`src/rtl/core_run_monitor.sv`:
```
// Run-status monitor: watches register-file writeback and fetch PC, latches PASS/timeout/hang verdict.
// Optional x0 write guard enabled by defining MON_X0_GUARD_EN.
module core_run_monitor #(
  parameter int              XLEN           = 64,
  parameter int              REG_AW         = 5,
  parameter int              SIG_REG        = 31,
  parameter logic [XLEN-1:0] SIG_VALUE      = XLEN'(64'h0000_0000_0000_0ACE),
  parameter int              TIMEOUT_CYCLES = 1000,
  parameter int              HANG_CYCLES    = 64,
  parameter int              CNT_W          = 32
) (
  input  logic              clk,
  input  logic              rst,
  input  logic              start,
  input  logic              wb_we,
  input  logic [REG_AW-1:0] wb_addr,
  input  logic [XLEN-1:0]   wb_data,
  input  logic [XLEN-1:0]   pc,
  output logic              done,
  output logic              pass,
  output logic [1:0]        fail_code,
  output logic [CNT_W-1:0]  cycle_cnt,
  output logic [CNT_W-1:0]  wb_cnt
`ifdef MON_X0_GUARD_EN
  ,
  output logic              x0_viol
`endif
);

  localparam int HANG_W = (HANG_CYCLES > 2) ? $clog2(HANG_CYCLES) : 1;
  localparam logic [CNT_W-1:0]  TIMEOUT_LAST = CNT_W'(TIMEOUT_CYCLES - 1);
  // Hang fires when the counter is about to step onto HANG_CYCLES-1.
  localparam logic [HANG_W-1:0] HANG_LAST    = HANG_W'(HANG_CYCLES - 2);
  localparam logic [REG_AW-1:0] SIG_ADDR     = REG_AW'(SIG_REG);
  localparam bit                SIG_LIVE     = (SIG_REG != 0);

  typedef enum logic [1:0] {
    IDLE   = 2'd0,
    RUN    = 2'd1,
    PASS_S = 2'd2,
    FAIL_S = 2'd3
  } state_t;

  state_t            state_reg, state_next;
  logic [1:0]        fail_code_reg, fail_code_next;
  logic [CNT_W-1:0]  cycle_cnt_reg, cycle_cnt_next;
  logic [CNT_W-1:0]  wb_cnt_reg, wb_cnt_next;
  logic [HANG_W-1:0] hang_cnt_reg, hang_cnt_next;
  logic [XLEN-1:0]   last_pc_reg, last_pc_next;
`ifdef MON_X0_GUARD_EN
  logic              x0_viol_reg, x0_viol_next;
`endif

  logic pass_hit, timeout_hit, hang_hit, pc_same, wb_qual;

  assign pc_same     = (pc == last_pc_reg);
  assign wb_qual     = wb_we && (wb_addr != '0);
  assign pass_hit    = SIG_LIVE && wb_we && (wb_addr == SIG_ADDR) && (wb_data == SIG_VALUE);
  assign timeout_hit = (cycle_cnt_reg == TIMEOUT_LAST);
  assign hang_hit    = pc_same && (hang_cnt_reg == HANG_LAST);

  always_comb begin
    state_next     = state_reg;
    fail_code_next = fail_code_reg;
    cycle_cnt_next = cycle_cnt_reg;
    wb_cnt_next    = wb_cnt_reg;
    hang_cnt_next  = hang_cnt_reg;
    last_pc_next   = last_pc_reg;
`ifdef MON_X0_GUARD_EN
    x0_viol_next   = x0_viol_reg;
`endif
    case (state_reg)
      IDLE: begin
        if (start) begin
          state_next     = RUN;
          cycle_cnt_next = '0;
          wb_cnt_next    = '0;
          hang_cnt_next  = '0;
          last_pc_next   = pc;
        end
      end
      RUN: begin
        if (cycle_cnt_reg != '1) cycle_cnt_next = cycle_cnt_reg + 1'b1;
        if (wb_qual && (wb_cnt_reg != '1)) wb_cnt_next = wb_cnt_reg + 1'b1;
        if (pc_same) begin
          hang_cnt_next = hang_cnt_reg + 1'b1;
        end else begin
          hang_cnt_next = '0;
          last_pc_next  = pc;
        end
`ifdef MON_X0_GUARD_EN
        if (wb_we && (wb_addr == '0) && (wb_data != '0)) x0_viol_next = 1'b1;
`endif
        // Signature beats both fail causes when they coincide.
        if (pass_hit) begin
          state_next = PASS_S;
        end else if (timeout_hit) begin
          state_next     = FAIL_S;
          fail_code_next = 2'd1;
        end else if (hang_hit) begin
          state_next     = FAIL_S;
          fail_code_next = 2'd2;
        end
      end
      default: begin
      end
    endcase
  end

  always_ff @(posedge clk) begin
    if (rst) begin
      state_reg     <= IDLE;
      fail_code_reg <= '0;
      cycle_cnt_reg <= '0;
      wb_cnt_reg    <= '0;
      hang_cnt_reg  <= '0;
      last_pc_reg   <= '0;
`ifdef MON_X0_GUARD_EN
      x0_viol_reg   <= 1'b0;
`endif
    end else begin
      state_reg     <= state_next;
      fail_code_reg <= fail_code_next;
      cycle_cnt_reg <= cycle_cnt_next;
      wb_cnt_reg    <= wb_cnt_next;
      hang_cnt_reg  <= hang_cnt_next;
      last_pc_reg   <= last_pc_next;
`ifdef MON_X0_GUARD_EN
      x0_viol_reg   <= x0_viol_next;
`endif
    end
  end

  assign done      = (state_reg == PASS_S) || (state_reg == FAIL_S);
  assign pass      = (state_reg == PASS_S);
  assign fail_code = fail_code_reg;
  assign cycle_cnt = cycle_cnt_reg;
  assign wb_cnt    = wb_cnt_reg;
`ifdef MON_X0_GUARD_EN
  assign x0_viol   = x0_viol_reg;
`endif

endmodule

```
`config.mk`:
```
export PLATFORM = sky130hd
export DESIGN_NAME = core_run_monitor
export DESIGN_NICKNAME = d
export VERILOG_FILES = /design/src/rtl/core_run_monitor.sv
export SDC_FILE = /design/constraint.sdc
export NUM_CORES = 1
export LEC_CHECK = 0
export BUFFER_PORTS_ARGS = -buffer_cell sky130_fd_sc_hd__buf_2
export CORE_UTILIZATION = 53
export DETAILED_ROUTE_END_ITERATION = 16
export GPL_TIMING_DRIVEN = 0
export PLACE_DENSITY_LB_ADDON = 0.08
export SYNTH_ARGS = -nofsm -noshare
export SYNTH_HDL_FRONTEND = slang
export SYNTH_SLANG_ARGS = --single-unit
```
`constraint.sdc`:
```
create_clock -name clk -period 5.1 [get_ports clk]
set_input_delay 0.51 -clock clk [delete_from_list [all_inputs] [get_ports clk]]
set_output_delay 0.51 -clock clk [all_outputs]
set_load 0.02 [all_outputs]
```
After elaboration in Yosys (flattened, before gate mapping)
Index checks and enable logic that the tools add are counted.
{ "totals": {"out_inout_bits": 68, "n_memories": 0, "mem_bits_ro": 0, "latchBits": 0, "mem_bits_rw": 0, "register_bits": 138, "in_bits": 137} }
{ "classes": {"n_mux": 18, "bitwise": 1, "shift": 0, "n_div": 0, "magnitude_cmp": 0, "reduce_logical": 16, "eq_ne": 15, "n_mul": 0, "n_addsub": 3} }
{ "ops": {"columns": ["cell", "count"], "rows": [
  ["two-way mux 64 bit", 2],
  ["case mux 32 bit (2 select lines)", 2],
  ["case mux 64 bit (2 select lines)", 1],
  ["two-way mux 32 bit", 3],
  ["adder 32 x 1 -> 32 bit, second input constant", 2],
  ["== test 64 x 12 -> 1 bit, second input constant", 1],
  ["== test 64 bit", 1],
  ["!= test 32 bit, second input constant", 2],
  ["== test 32 x 10 -> 1 bit, second input constant", 1],
  ["AND reduction 3 bit", 5],
  ["two-way mux 2 bit", 6],
  ["two-way mux 6 bit", 2],
  ["case mux 6 bit (2 select lines)", 1],
  ["!= test 2 bit, second input constant", 4],
  ["adder 6 x 1 -> 6 bit, second input constant", 1],
  ["== test 6 bit, second input constant", 1],
  ["== test 5 bit, second input constant", 1],
  ["logical AND 1 bit", 5],
  ["nonzero test 5 bit", 1],
  ["== test 2 bit, second input constant", 2],
  ["!= test 4 bit, second input constant", 1],
  ["case mux 2 bit (2 select lines)", 1],
  ["nonzero test 2 bit", 2],
  ["== test 2 x 1 -> 1 bit, second input constant", 1],
  ["4 further kinds", 4]
]} }

Depth between registers and ports, before layout
{ "logic_depth": {"depth_word": 6, "ltp_mapped": 9} }

Least setup slack after synthesis
Ideal clock, no wire load.
{ "synth_timing": {"path_type": "register to register", "from": "register wb_cnt_reg[12], in the netlist wb_cnt[12]", "to": "register wb_cnt_reg[3], in the netlist wb_cnt[3]", "period_less_slack_ps": 2167, "setup_time_ps": 128, "arrival_ps": 2040, "path_slack_ps": 2933, "path_stages_with_launch": 8, "required_time_ps": 4972, "path_buffers": 1, "cell_sequence": "dfxtp_1 -> nand4_1 -> nor4_4 -> a41oi_2 -> buf_2 -> o21ai_0 -> xor2_1 -> nor2_1"} }
{ "synth_via": {"elab_chain_len": 4} }
{ "synth_lines": {"columns": ["element", "line", "source"], "rows": [
  ["start: declaration", "47", "logic [CNT_W-1:0] wb_cnt_reg, wb_cnt_next;"],
  ["start signal: assignment", "125", "wb_cnt_reg <= wb_cnt_next;"],
  ["!= test 32 bit", "84", "if (wb_qual && (wb_cnt_reg != '1)) wb_cnt_next = wb_cnt_reg + 1'b1;"],
  ["logical AND 1 bit", "84", null],
  ["!= test 2 bit (no line)", null, null],
  ["AND reduction 3 bit (no line)", null, null]
]} }
No other way between the ends.
A chain may end at the register's enable or synchronous reset.

Worst setup path in the final report
{ "layout_timing": {"from": "register state_reg[0]", "to": "register last_pc_reg[42]"} }
{ "layout_via": {"elab_chain_len": 3, "elab_cells_between_ends": 7} }
{ "layout_lines": {"columns": ["element", "line", "source"], "rows": [
  ["start: declaration", "44", "state_t state_reg, state_next;"],
  ["start signal: assignment", "122", "state_reg <= state_next;"],
  ["== test 2 x 1 -> 1 bit or zero test 2 bit (tied branches)", "72", "case (state_reg)"],
  ["!= test 2 bit (no line) or nonzero test 2 bit (tied branches)", null, null],
  ["AND reduction 3 bit (no line)", null, null],
  ["end signal: assignment", "127", "last_pc_reg <= last_pc_next;"],
  ["end: declaration", "49", "logic [XLEN-1:0] last_pc_reg, last_pc_next;"]
]} }
Parallel ways exist; a longest one is shown, timed or not.

==> metrics.md <==
| Metric | Value |
|---|---|
| Reg-to-Reg End | last_pc_reg[42]$_SDFFE_PP0P_ |
| Net switching power | 826.1 µW |
| Worst setup path endpoint | last_pc_reg[42]$_SDFFE_PP0P_ |
| Synthesized flop and latch total | 138 |
| Period utilization | 63.69% |
| Avg Synthesized Cell Area | 7.921 µm² |
| Area growth from synthesis to layout | 23.02% |
| Die X | 127.3 µm |
| Net Sw Frac | 27.92% |
| # Max-Cap Violations | 0 |
| WL per Instance | 18.85 µm |
| Layout Nets | 1,413 |
| Die Area | 16,200 µm² |
| Port Buffers | 203 |
| Synth warnings | 0 |
| Total power | 2.959 mW |
| Ranking of synthesized cells by area | dfxtp_1 (33%), xor2_1 (10%), nand4_1 (7.7%) |
| HPWL after DPL | 20,180 µm |
| Register area | 2763 µm² |
| Mux share of post-synthesis cell area | 0.1204% |
| Clk slew on worst S/H paths | 0.06 ns |
| Via count | 9,626 |
| First-pass DRT Iterations | 5 |
| Hold Vio Cnt, Final | 0 |
| Netlist Area Pre-Place | 8317 µm² |
| Layout cell share with drive strength beyond 1 | 20.02% |
| Largest net degree at the start of global routing | 17 |
| CTS Buf Count | 17 |
| Boundary pin count | 205 |
| Root buf cell | clkbuf_16 |
| Initial antenna violation count | 3 |
| Dominant synthesized flop cell | dfxtp_1 |
| Fmax | 307.9 MHz |
| Initial DRC Count | 1,169 |
| Die height | 127.3 µm |
| Setup Fix Bufs, Post-CTS | 0 |
| # setup viols final | 0 |
| Final core occ | 67.05% |
| Starting Density | 54.51% |
| Post-Synthesis Cells | 1,050 |
| Final GP Congestion | 0.8672 |
| Crit path required time | 5.39 ns |
| Worst path arrival time | 3.54 ns |
| Setup tns final | 0 ns |
| Commonest non-fill, non-tap cell in the layout | buf_2 |
| Combinational share of power | 14.6% |
| Antenna-violating nets left | 0 |
| First-pass GRT wire length | 44,080 µm |
| Filler cells | 1,343 |
| GRT Util Overall | 34.41% |
| Crit. End Element | flop |
| Number of global-route vias before repair | 8,458 |
| Sequential area share after synthesis | 33.22% |
| Lkg Pwr | 3.929 nW |
| Worst rel slew slack | 28.60% |
| Yosys cell types | 48 |
| Total nets after synthesis | 1,191 |
| Global route overflow | 0 |
| Worst vdd ir | 0.0002474 V |
| Status | finished clean |
| Clock power share | 44.9% |
| Crit path from | state_reg[0]$_SDFFE_PP0P_ |
| Post-Layout Cell Count | 1,498 |
| Unrepaired setup endpoints after global routing | false |
| Core area | 15,260 µm² |
| Largest register FFs | 64 |
| Setup crit start kind | flop |
| Crit Reg-Reg Startpoint | state_reg[0]$_SDFFE_PP0P_ |
| Pwr/cell area | 289.2 nW/µm² |
| Simple-gate area share of the yosys netlist | 32.80% |
| Synth area leader | dfxtp_1 |
| WS Path Type | reg2reg |
| TritonCTS clock tree | built |
| Cts hold-fix bufs | 0 |
| Dpl cells | 1,464 |
| Routed WL | 28,240 µm |
| Flop pwr share | 40.4% |
| Avg Vias per Cell | 6.426 |
| Min-delay worst type | in2reg |
| Post-synth EDFFs | 0 |
| CTS resizes | 0 |
| Clk sinks | 138 |
| Internal power | 2.132 mW |
| Tmin final | 3.248 ns |
| Largest family of logic cells by synthesized area | simple AND/OR/NAND/NOR gates |
| Final Slew Violations | 0 |
| H-tree lvl count | 4 |
| Skew-Pair Late Insertion Delay | 0.43 ns |
| Area of the multi-input gates | 5152 µm² |
| Reg2Reg Setup Slack | 1.85 ns |
| Worst-path fanout max | 10 |
| Worst-Margin Slew | 1.069 ns |
| Post-Synth XOR/XNOR Area | 12.01% |
| Compound-cell area share of the yosys netlist | 16.43% |
| Worst r2r path cells | 7 |
| Residual DRC | 0 |
| Adder-cell share of the synthesized area | 0.6018% |
| Final Cell Area | 10,230 µm² |
| Clock Tree Buf Depth | 2 |
| Commonest non-fill, non-tap cells in the layout | buf_2 (209), dfxtp_1 (138), nand2_1 (106) |
| DP Area | 9597 µm² |
| Asr flop ratio synth | 0% |
| Area share of the largest cell type after synthesis | 33.22% |
| Row count | 45 |
| Clock Skew | 0.009454 ns |
cell usage after synthesis (18+ instances only):
master and n:
dfxtp_1 138, nand2_1 106, nand4_1 103, xor2_1 96
nor3_1 79, clkbuf_1 73, nor2_1 73, a31oi_1 66
o311ai_0 51, nor4_1 46, nand3_1 27, xnor2_1 18
area by class of cell:
class                           count  area share [%]
Clock inverter                     11           1.663
Inverter                            6          0.2201
Sequential cell                   138           27.00
Clock buffer                       20           4.464
Timing Repair Buffer              203           9.930
Tap cell                          211           2.580
Multi-Input combinational cell    815           50.36
Buffer                             91           3.706
Antenna cell                        3         0.07338
cells by family (layout without fill, tap and decap cells):
group	after synthesis	count (layout)
muxes	1	1
adders and majority gates	4	4
buffers and inverters	97	331
xor gates and xnor gates	114	114
AOI/OAI and AO/OA	189	189
other	0	3
and+or+nand+nor	507	507
DFF	138	138
worst max-delay path: stages, from the launching register on:
cell and delay (ns):
dfxtp_1 0.30, buf_4 0.16, o21bai_1 0.84, clkbuf_1 0.65, buf_2 0.41, clkbuf_1 0.41
a31oi_1 0.18, o311ai_0 0.15
worst min-delay path by stage:
stage                                      start                           end  depth (start not counted)
floorplan           hang_cnt_reg[5]$_SDFFE_PP0P_  hang_cnt_reg[5]$_SDFFE_PP0P_                          2
global placement    hang_cnt_reg[5]$_SDFFE_PP0P_  hang_cnt_reg[5]$_SDFFE_PP0P_                          2
detailed placement  hang_cnt_reg[5]$_SDFFE_PP0P_  hang_cnt_reg[5]$_SDFFE_PP0P_                          2
CTS                                       pc[12]  last_pc_reg[12]$_SDFFE_PP0P_                          3
global route                              pc[17]  last_pc_reg[17]$_SDFFE_PP0P_                          3
finish                                    pc[17]  last_pc_reg[17]$_SDFFE_PP0P_                          3
power groups by stage:
stage               sequential [mW]  combinational, mW  clock [mW]
floorplan                      1.21              0.242           0
global placement               1.21              0.417           0
detailed placement             1.22              0.417           0
CTS                            1.19              0.421        1.33
global route                   1.20              0.467        1.38
finish                         1.20              0.433        1.33
per-layer routing:
metal / global-route usage [%] / routed length, µm / vias to the layer above
met5: 0 / 0 / -
met4: 13.38 / 635 / 0
met3: 7.203 / 2785 / 52
met2: 53.84 / 12880 / 537
met1: 46.41 / 11940 / 4536
li1: - / - / 4501
metrics by stage:
step                hold slack [ns]  setup slack (ns)
finish                       0.3871             1.852
CTS                          0.3886             1.949
floorplan                    0.4267             2.933
global placement             0.4355             1.871
detailed placement           0.4466             1.832
global route                 0.4066             1.773
No activity file was read; power rests on OpenSTA's default activity.
